==> config.mk <==
export PLATFORM = sky130hd
export DESIGN_NAME = mfe_window_sched_flat
export DESIGN_NICKNAME = d
export VERILOG_FILES = /design/src/rtl/mfe_window_sched_if.sv /design/src/rtl/mfe_window_sched.sv /design/src/flat_wrapper.sv
export SDC_FILE = /design/constraint.sdc
export NUM_CORES = 1
export LEC_CHECK = 0
export ABC_AREA = 0
export BUFFER_PORTS_ARGS = -buffer_cell sky130_fd_sc_hd__clkbuf_2
export CAP_MARGIN = 20
export CORE_MARGIN = 1
export CORE_UTILIZATION = 28
export CTS_CLUSTER_SIZE = 10
export DETAILED_ROUTE_END_ITERATION = 12
export HOLD_SLACK_MARGIN = 0.05
export SYNTH_ARGS = -nofsm -noshare
export SYNTH_HDL_FRONTEND = slang
export SYNTH_SLANG_ARGS = --single-unit
==> constraint.sdc <==
create_clock -name clk -period 9.26 [get_ports clk]
set_input_delay 1.852 -clock clk [delete_from_list [all_inputs] [get_ports clk]]
set_output_delay 1.852 -clock clk [all_outputs]
set_load 0.05 [all_outputs]
==> src/rtl/mfe_window_sched_if.sv <==
// mfe_window_sched_if: window/median handshake between the window sequencer
// (master) and the median sorter (slave).
//   win_valid/win_ready/win_data : 3x3 window transfer, sequencer -> sorter
//   med_valid/med_data           : median result strobe, sorter -> sequencer
interface mfe_window_sched_if;
    logic        win_valid;
    logic        win_ready;
    logic [71:0] win_data;
    logic        med_valid;
    logic [7:0]  med_data;

    modport master (
        output win_valid,
        output win_data,
        input  win_ready,
        input  med_valid,
        input  med_data
    );

    modport slave (
        input  win_valid,
        input  win_data,
        output win_ready,
        output med_valid,
        output med_data
    );
endinterface

==> src/rtl/mfe_window_sched.sv <==
// mfe_window_sched: raster-order 3x3 window sequencer for the median-filter
// engine. It fetches neighbourhoods from the input ROM, reuses the two previous
// window columns when stepping right, hands each window to the sorter and
// writes the returned median to the result RAM.
//
// Optional feature (compile-time macro MFE_BORDER_REPLICATE_EN):
//   undefined : out-of-image slots read as 0 and leave iaddr unchanged.
//   defined   : out-of-image rows/columns are clamped to the image edge, so
//               border windows replicate edge pixels.
//
// Window byte k = win_data[8k+7:8k], k = 3*r + c, r0 = row y-1, c0 = col x-1.
module mfe_window_sched #(
    parameter int IMG_W = 128,
    parameter int IMG_H = 128,
    parameter int AW    = 14
) (
    input  logic                clk,
    input  logic                reset,
    input  logic                ready,
    output logic                busy,
    output logic [AW-1:0]       iaddr,
    input  logic [7:0]          idata,
    mfe_window_sched_if.master  sorter,
    output logic [AW-1:0]       addr,
    output logic [7:0]          data_wr,
    output logic                wen
);

`ifdef MFE_BORDER_REPLICATE_EN
    localparam bit REPLICATE = 1'b1;
`else
    localparam bit REPLICATE = 1'b0;
`endif

    localparam logic [AW-1:0] X_LAST = AW'(IMG_W - 1);
    localparam logic [AW-1:0] Y_LAST = AW'(IMG_H - 1);

    typedef enum logic [2:0] {
        S_IDLE,
        S_FETCH,
        S_ISSUE,
        S_WAIT_MED,
        S_WRITE
    } state_t;

    // A slot issued in one cycle is captured from idata in the next; this
    // record carries where (and how) the returning byte lands.
    typedef struct packed {
        logic       en;     // a byte is due from the ROM this cycle
        logic       zero;   // slot was outside the image: store 0
        logic       dup;    // also store into column x-1 (edge replicate)
        logic [3:0] k;      // destination window byte index
    } cap_t;

    state_t        state_q,     state_d;
    logic          busy_q,      busy_d;
    logic [AW-1:0] x_q,         x_d;
    logic [AW-1:0] y_q,         y_d;
    logic [2:0]    slot_q,      slot_d;
    logic [AW-1:0] iaddr_q,     iaddr_d;
    cap_t          cap_q,       cap_d;
    logic          win_valid_q, win_valid_d;
    logic [AW-1:0] addr_q,      addr_d;
    logic [7:0]    data_wr_q,   data_wr_d;
    logic          wen_q,       wen_d;
    logic [7:0]    pix_q [9];
    logic [7:0]    pix_d [9];

    // Slot decode for the current FETCH cycle.
    logic          row_start;
    logic [2:0]    slot_last;
    logic          slot_issue;
    logic [1:0]    slot_r;
    logic [1:0]    slot_c;
    logic [3:0]    slot_k;
    int            slot_row;
    int            slot_col;
    int            row_cl;
    int            col_cl;
    logic          slot_oob;
    logic [AW-1:0] slot_addr;
    logic [7:0]    cap_byte;

    // Decode which window position the current FETCH slot targets and the
    // ROM address it maps to (clamped into the image).
    always_comb begin
        row_start  = (x_q == '0);
        slot_last  = row_start ? 3'd6 : 3'd3;
        slot_issue = (state_q == S_FETCH) && (slot_q < slot_last);
        if (row_start) begin
            // Column-major: slots 0..2 fill column x, slots 3..5 column x+1.
            slot_c = (slot_q < 3'd3) ? 2'd1 : 2'd2;
            slot_r = (slot_q < 3'd3) ? slot_q[1:0] : 2'(slot_q - 3'd3);
        end else begin
            slot_c = 2'd2;
            slot_r = slot_q[1:0];
        end
        slot_k   = 4'(slot_r) * 4'd3 + 4'(slot_c);
        slot_row = int'(y_q) + int'(slot_r) - 1;
        slot_col = int'(x_q) + int'(slot_c) - 1;
        slot_oob = (slot_row < 0) || (slot_row >= IMG_H) || (slot_col >= IMG_W);
        row_cl   = (slot_row < 0) ? 0 : ((slot_row >= IMG_H) ? IMG_H - 1 : slot_row);
        col_cl   = (slot_col >= IMG_W) ? IMG_W - 1 : slot_col;
        slot_addr = AW'(row_cl * IMG_W + col_cl);
    end

    // Next-state and datapath updates for the sequencer.
    always_comb begin
        // NOTE: every signal written here gets a default first, so no path
        // leaves one unassigned and no latch is inferred.
        state_d     = state_q;
        busy_d      = busy_q;
        x_d         = x_q;
        y_d         = y_q;
        slot_d      = slot_q;
        iaddr_d     = iaddr_q;
        cap_d       = '0;
        win_valid_d = win_valid_q;
        addr_d      = addr_q;
        data_wr_d   = data_wr_q;
        wen_d       = 1'b0;
        cap_byte    = 8'h00;
        for (int i = 0; i < 9; i++) begin
            pix_d[i] = pix_q[i];
        end

        unique case (state_q)
            S_IDLE: begin
                if (ready) begin
                    busy_d  = 1'b1;
                    x_d     = '0;
                    y_d     = '0;
                    slot_d  = 3'd0;
                    state_d = S_FETCH;
                end
            end

            S_FETCH: begin
                // First FETCH cycle: no byte is in flight yet, so the column
                // buffers are free to shift (or, at row start, clear the
                // padding column x-1).
                if (slot_q == 3'd0) begin
                    for (int r = 0; r < 3; r++) begin
                        if (row_start) begin
                            pix_d[3*r] = 8'h00;
                        end else begin
                            pix_d[3*r]   = pix_q[3*r+1];
                            pix_d[3*r+1] = pix_q[3*r+2];
                        end
                    end
                end
                if (slot_issue) begin
                    // Out-of-image slots still take a cycle; in zero-pad mode
                    // iaddr keeps its last value and the byte is forced to 0.
                    if (REPLICATE || !slot_oob) begin
                        iaddr_d = slot_addr;
                    end
                    cap_d.en   = 1'b1;
                    cap_d.zero = !REPLICATE && slot_oob;
                    cap_d.dup  = REPLICATE && row_start && (slot_c == 2'd1);
                    cap_d.k    = slot_k;
                    slot_d     = slot_q + 3'd1;
                end else begin
                    // Final cycle only captures the last slot's byte.
                    slot_d      = 3'd0;
                    win_valid_d = 1'b1;
                    state_d     = S_ISSUE;
                end
            end

            S_ISSUE: begin
                if (win_valid_q && sorter.win_ready) begin
                    win_valid_d = 1'b0;
                    state_d     = S_WAIT_MED;
                end
            end

            S_WAIT_MED: begin
                if (sorter.med_valid) begin
                    data_wr_d = sorter.med_data;
                    addr_d    = AW'(int'(y_q) * IMG_W + int'(x_q));
                    wen_d     = 1'b1;
                    state_d   = S_WRITE;
                end
            end

            S_WRITE: begin
                slot_d = 3'd0;
                if ((x_q == X_LAST) && (y_q == Y_LAST)) begin
                    x_d     = '0;
                    y_d     = '0;
                    busy_d  = 1'b0;
                    state_d = S_IDLE;
                end else begin
                    if (x_q == X_LAST) begin
                        x_d = '0;
                        y_d = y_q + AW'(1);
                    end else begin
                        x_d = x_q + AW'(1);
                    end
                    state_d = S_FETCH;
                end
            end

            default: begin
                state_d = S_IDLE;
            end
        endcase

        // Land the byte requested by last cycle's slot.
        if (cap_q.en) begin
            cap_byte       = cap_q.zero ? 8'h00 : idata;
            pix_d[cap_q.k] = cap_byte;
            if (cap_q.dup) begin
                pix_d[cap_q.k - 4'd1] = cap_byte;
            end
        end
    end

    // State registers.
    always_ff @(posedge clk or posedge reset) begin
        if (reset) begin
            state_q     <= S_IDLE;
            busy_q      <= 1'b0;
            x_q         <= '0;
            y_q         <= '0;
            slot_q      <= 3'd0;
            iaddr_q     <= '0;
            cap_q       <= '0;
            win_valid_q <= 1'b0;
            addr_q      <= '0;
            data_wr_q   <= 8'h00;
            wen_q       <= 1'b0;
            // NOTE: the column buffers are reset because they drive win_data
            // directly, which must read 0 out of reset.
            for (int i = 0; i < 9; i++) begin
                pix_q[i] <= 8'h00;
            end
        end else begin
            // NOTE: non-blocking assignments so every flop samples the values
            // from before this edge, independent of statement order.
            state_q     <= state_d;
            busy_q      <= busy_d;
            x_q         <= x_d;
            y_q         <= y_d;
            slot_q      <= slot_d;
            iaddr_q     <= iaddr_d;
            cap_q       <= cap_d;
            win_valid_q <= win_valid_d;
            addr_q      <= addr_d;
            data_wr_q   <= data_wr_d;
            wen_q       <= wen_d;
            for (int i = 0; i < 9; i++) begin
                pix_q[i] <= pix_d[i];
            end
        end
    end

    // iaddr is presented in the slot's own cycle so the ROM byte returns in
    // time for the next-cycle capture; iaddr_q remembers it for hold slots.
    assign iaddr            = iaddr_d;
    assign busy             = busy_q;
    assign addr             = addr_q;
    assign data_wr          = data_wr_q;
    assign wen              = wen_q;
    assign sorter.win_valid = win_valid_q;
    assign sorter.win_data  = {pix_q[8], pix_q[7], pix_q[6],
                               pix_q[5], pix_q[4], pix_q[3],
                               pix_q[2], pix_q[1], pix_q[0]};

endmodule

==> src/flat_wrapper.sv <==
// flat-port wrapper written by rule: the top's interface ports become plain ports
module mfe_window_sched_flat 
#(
    parameter int IMG_W = 128,
    parameter int IMG_H = 128,
    parameter int AW    = 14
)
  (clk, reset, ready, busy, iaddr, idata, addr, data_wr, wen, sorter_win_valid, sorter_win_data, sorter_win_ready, sorter_med_valid, sorter_med_data);
  mfe_window_sched_if sorter_i ();
  input  logic clk;
  input  logic reset;
  input  logic ready;
  output logic busy;
  output logic [AW-1:0] iaddr;
  input  logic [7:0] idata;
  output logic [AW-1:0] addr;
  output logic [7:0] data_wr;
  output logic wen;
  output wire logic [$bits(sorter_i.win_valid)-1:0] sorter_win_valid;
  output wire logic [$bits(sorter_i.win_data)-1:0] sorter_win_data;
  input wire logic [$bits(sorter_i.win_ready)-1:0] sorter_win_ready;
  input wire logic [$bits(sorter_i.med_valid)-1:0] sorter_med_valid;
  input wire logic [$bits(sorter_i.med_data)-1:0] sorter_med_data;
  assign sorter_win_valid = sorter_i.win_valid;
  assign sorter_win_data = sorter_i.win_data;
  assign sorter_i.win_ready = sorter_win_ready;
  assign sorter_i.med_valid = sorter_med_valid;
  assign sorter_i.med_data = sorter_med_data;
  mfe_window_sched #(.IMG_W(IMG_W), .IMG_H(IMG_H), .AW(AW)) u_core (.clk(clk), .reset(reset), .ready(ready), .busy(busy), .iaddr(iaddr), .idata(idata), .sorter(sorter_i), .addr(addr), .data_wr(data_wr), .wen(wen));
endmodule
==> qor.txt <==
WORST SETUP PATH
------------------------------------------------------------------------------------------------------
Crit path DAT                                                                                  6.90 ns
Critical path capture point type                                                           output port
Path depth of the worst reg2reg path                                                                29
Most used cell, CP                                                                                ha_1
Required @ worst endpoint                                                                      7.41 ns
CP Launch Type                                                                                    flop
Crit path max-delay cell type                                                                  dfrtp_1
Highest fanout seen on the critical path                                                             7
Peak per-stage delay on the critical path                                                      0.47 ns
Setup Crit Path Kind                                                                        reg -> out

FINISH
------------------------------------------------------------------------------------------------------
Final layout net count                                                                            1187
Fill cell instance count of the final layout                                                      3239
Syn-to-layout area delta                                                                        19.62%
Finished Core Util                                                                              34.12%
Fin cells                                                                                         1492
Final non-filler cell area                                                                  10800 um^2
Antenna diodes                                                                                       0
Fraction of final layout cells sized beyond drive strength 1                                    19.72%

YOSYS
------------------------------------------------------------------------------------------------------
Top cells by area in the synthesized netlist                                              dfrtp_1 42%, ha_1 12%, a21oi_1 4.5%
Number of warning messages in the yosys log                                                          0
Leading cell type by number of instances after synthesis                                       dfrtp_1
Cell types with the highest counts after synthesis                                        151 x dfrtp_1, 99 x nand2_1, 83 x ha_1
Proportion of netlist area held by the largest area contributor                                 41.87%
Post-synth cell types                                                                               69
Proportion of synthesized chip area in sequential cells                                         41.87%
Number of instances in the synthesized netlist                                                     953
Synth Register Bits                                                                                151
Asr flop ratio synth                                                                            100.0%
Post-Synthesis Mean Instance Area                                                           9.470 um^2
Syn Std Cell Area                                                                            9025 um^2
Number of synthesized flops with an enable pin                                                       0
Post-synth net total                                                                              1061
Main flop type after synthesis                                                                 dfrtp_1
Leading area contributor after synthesis                                                       dfrtp_1

DIE
------------------------------------------------------------------------------------------------------
Height of the die                                                                             181.5 um
Top-level I/O count                                                                                132
Core footprint                                                                              31640 um^2
Die outline width                                                                             181.5 um
Starting Density                                                                                28.53%
Area of the die                                                                             32950 um^2
Number of rows created at floorplan                                                                 65

STA
------------------------------------------------------------------------------------------------------
Worst-margin pin slew                                                                         1.017 ns
Min Tclk post-route                                                                           8.754 ns
Number of failing setup endpoints in the final timing report                                         0
Number of max-slew violations in the final report                                                    0
Unrepaired setup endpoints after global routing                                                  false
Max-slew headroom                                                                               31.75%
Post-route clock skew                                                                       0.01030 ns
Fin. Hold Viols                                                                                      0
Final setup TNS                                                                                   0 ns
Share of the clock period used by the worst path                                                94.53%
Max Clk Rate                                                                                0.1142 GHz

CLOCKING
------------------------------------------------------------------------------------------------------
Clock tree from TritonCTS                                                                         done
Cell at the root of the clock tree                                                           clkbuf_16
Bufs on Longest Clock Path                                                                           2
CTS sink count                                                                                     151
Clock transition at the register clock pins on the worst setup and hold paths after CTS        0.06 ns
Hold bufs inserted after CTS                                                                         0
Htree depth                                                                                          4
Source-to-sink clock delay at the later pin of the worst-skew pair                             0.43 ns
TritonCTS Buffers                                                                                   17

DRT
------------------------------------------------------------------------------------------------------
Post-detailed-route wirelength per cell                                                       15.93 um
Vias/cell                                                                                        4.819
Total wire length after detailed routing                                                      23770 um
DRC violation count after routing                                                                    0
Number of DRC violations after detailed-routing iteration 0                                        450
Via count                                                                                         7190
Remaining number of nets flagged by the antenna check after routing                                  0
Detailed Routing Iterations Pass 1                                                                   4

GLOBAL ROUTING
------------------------------------------------------------------------------------------------------
Initial antenna violation count                                                                      0
Overflow after GRT                                                                                   0
Global-route wire length before repair                                                        37850 um
Maximum number of pins on one net before global-route repair                                        80
Aggregate global-route resource usage                                                           14.72%
Vias in the first global route                                                                    6955

RUN
------------------------------------------------------------------------------------------------------
Number of maximum-capacitance violations                                                             0

PLACED DESIGN
------------------------------------------------------------------------------------------------------
HPWL after detailed placement                                                                 17620 um
Dpl cells                                                                                         1459
Cell area reported after detailed placement                                                 10110 um^2
Port Buf Inserts                                                                                   131
Final Wtd Congestion                                                                            0.8475

HOLD PATH
------------------------------------------------------------------------------------------------------
Number of instances on the worst hold path                                                           2
Class of the most critical hold timing path                                                 reg -> reg

OUTCOME
------------------------------------------------------------------------------------------------------
Result of the run                                                                            completed

stage by stage:
stage,hold WS (ns),setup WS (ns)
floorplan,0.5089,1.437
finish,0.4771,0.5061
global route,0.5008,0.05077
detailed placement,0.4659,0.6095
CTS,0.4818,0.1271
global placement,0.4608,0.8374
what timing repair did:
item,4_1_cts,5_1_grt
gates resized for setup,0,7
endpoints found under the setup margin,0,1
setup buffers,0,2
endpoints found under the hold margin,0,0
logic make-up (layout without fill, tap and decap cells):
family / count (synthesis) / in the layout / share of synthesized area (%)
muxes: 48 / 48 / 5.948
xor gates and xnor gates: 44 / 44 / 4.270
AOI/OAI and AO/OA: 235 / 235 / 15.82
and+or+nand+nor: 289 / 289 / 15.39
adders and majority gates: 87 / 87 / 12.39
buffers and inverters: 99 / 236 / 4.312
DFF: 151 / 151 / 41.87
cells in the final DEF (no fill, tap or decap), drive strengths merged, types with 2 or more instances in the layout:
master,instances
mux2,21
nand2,100
clkinv,5
nand4b,3
and3,9
a22o,2
nor2b,12
a22oi,8
nor3,9
bufinv,4
a221oi,16
nand4,5
dfrtp,151
nor3b,5
and2,8
o21a,2
clkbuf,147
nand3b,8
or3,2
nand3,22
a21o,10
nand2b,17
a31oi,5
a211oi,4
o211ai,2
xnor2,30
nor4,2
a21oi,82
buf,11
fa,4
nor2,81
xor2,14
mux2i,27
ha,83
o21bai,8
o21ai,85
inv,68
routing by layer:
layer / routed length, um / part of all wire [%] / vias up / track usage [%]
met1: 11280 / 47 / 3463 / 19.28
met3: 980 / 4.1 / 16 / 3.410
met4: 274 / 1.2 / 0 / 4.136
met5: 0 / 0 / - / 0
met2: 11240 / 47 / 160 / 24.18
li1: - / - / 3551 / -
worst max-delay path: cells and delay by family, from the launching register on:
kind / cells / cell delay [ns]
DFF: 1 / 0.47
xor gates and xnor gates: 3 / 0.40
AOI/OAI and AO/OA: 8 / 1.32
muxes: 2 / 0.66
buffers and inverters: 4 / 0.48
adders and majority gates: 6 / 1.76
and+or+nand+nor: 7 / 1.40
final timing paths:
path	startpoint	to	slack, ns
worst max-delay path	u_core.x_q[2]	iaddr[13]	0.51
worst min-delay path	u_core.data_wr[4]	u_core.data_wr[4]	0.48
worst max register to register	u_core.x_q[2]	u_core.iaddr_q[13]	2.88
worst min register to register	u_core.data_wr[4]	u_core.data_wr[4]	0.48
max in group asynchronous	reset	u_core.iaddr_q[0]	6.61
min in group asynchronous	reset	async pin	1.51
layout make-up:
cell class | instances | area (um^2) | area share (%)
Clock buffer | 17 | 425.4 | 3.941
Clock inverter | 13 | 196.4 | 1.820
Inverter | 65 | 249.0 | 2.306
Multi-Input combinational cell | 703 | 4892 | 45.32
Sequential cell | 151 | 3779 | 35.00
Tap cell | 402 | 503.0 | 4.659
Timing Repair Buffer | 141 | 750.7 | 6.954
Power is left out: the tool's default activity adds up to more than one toggle a clock period on the data nets, which glitch-free logic cannot reach.
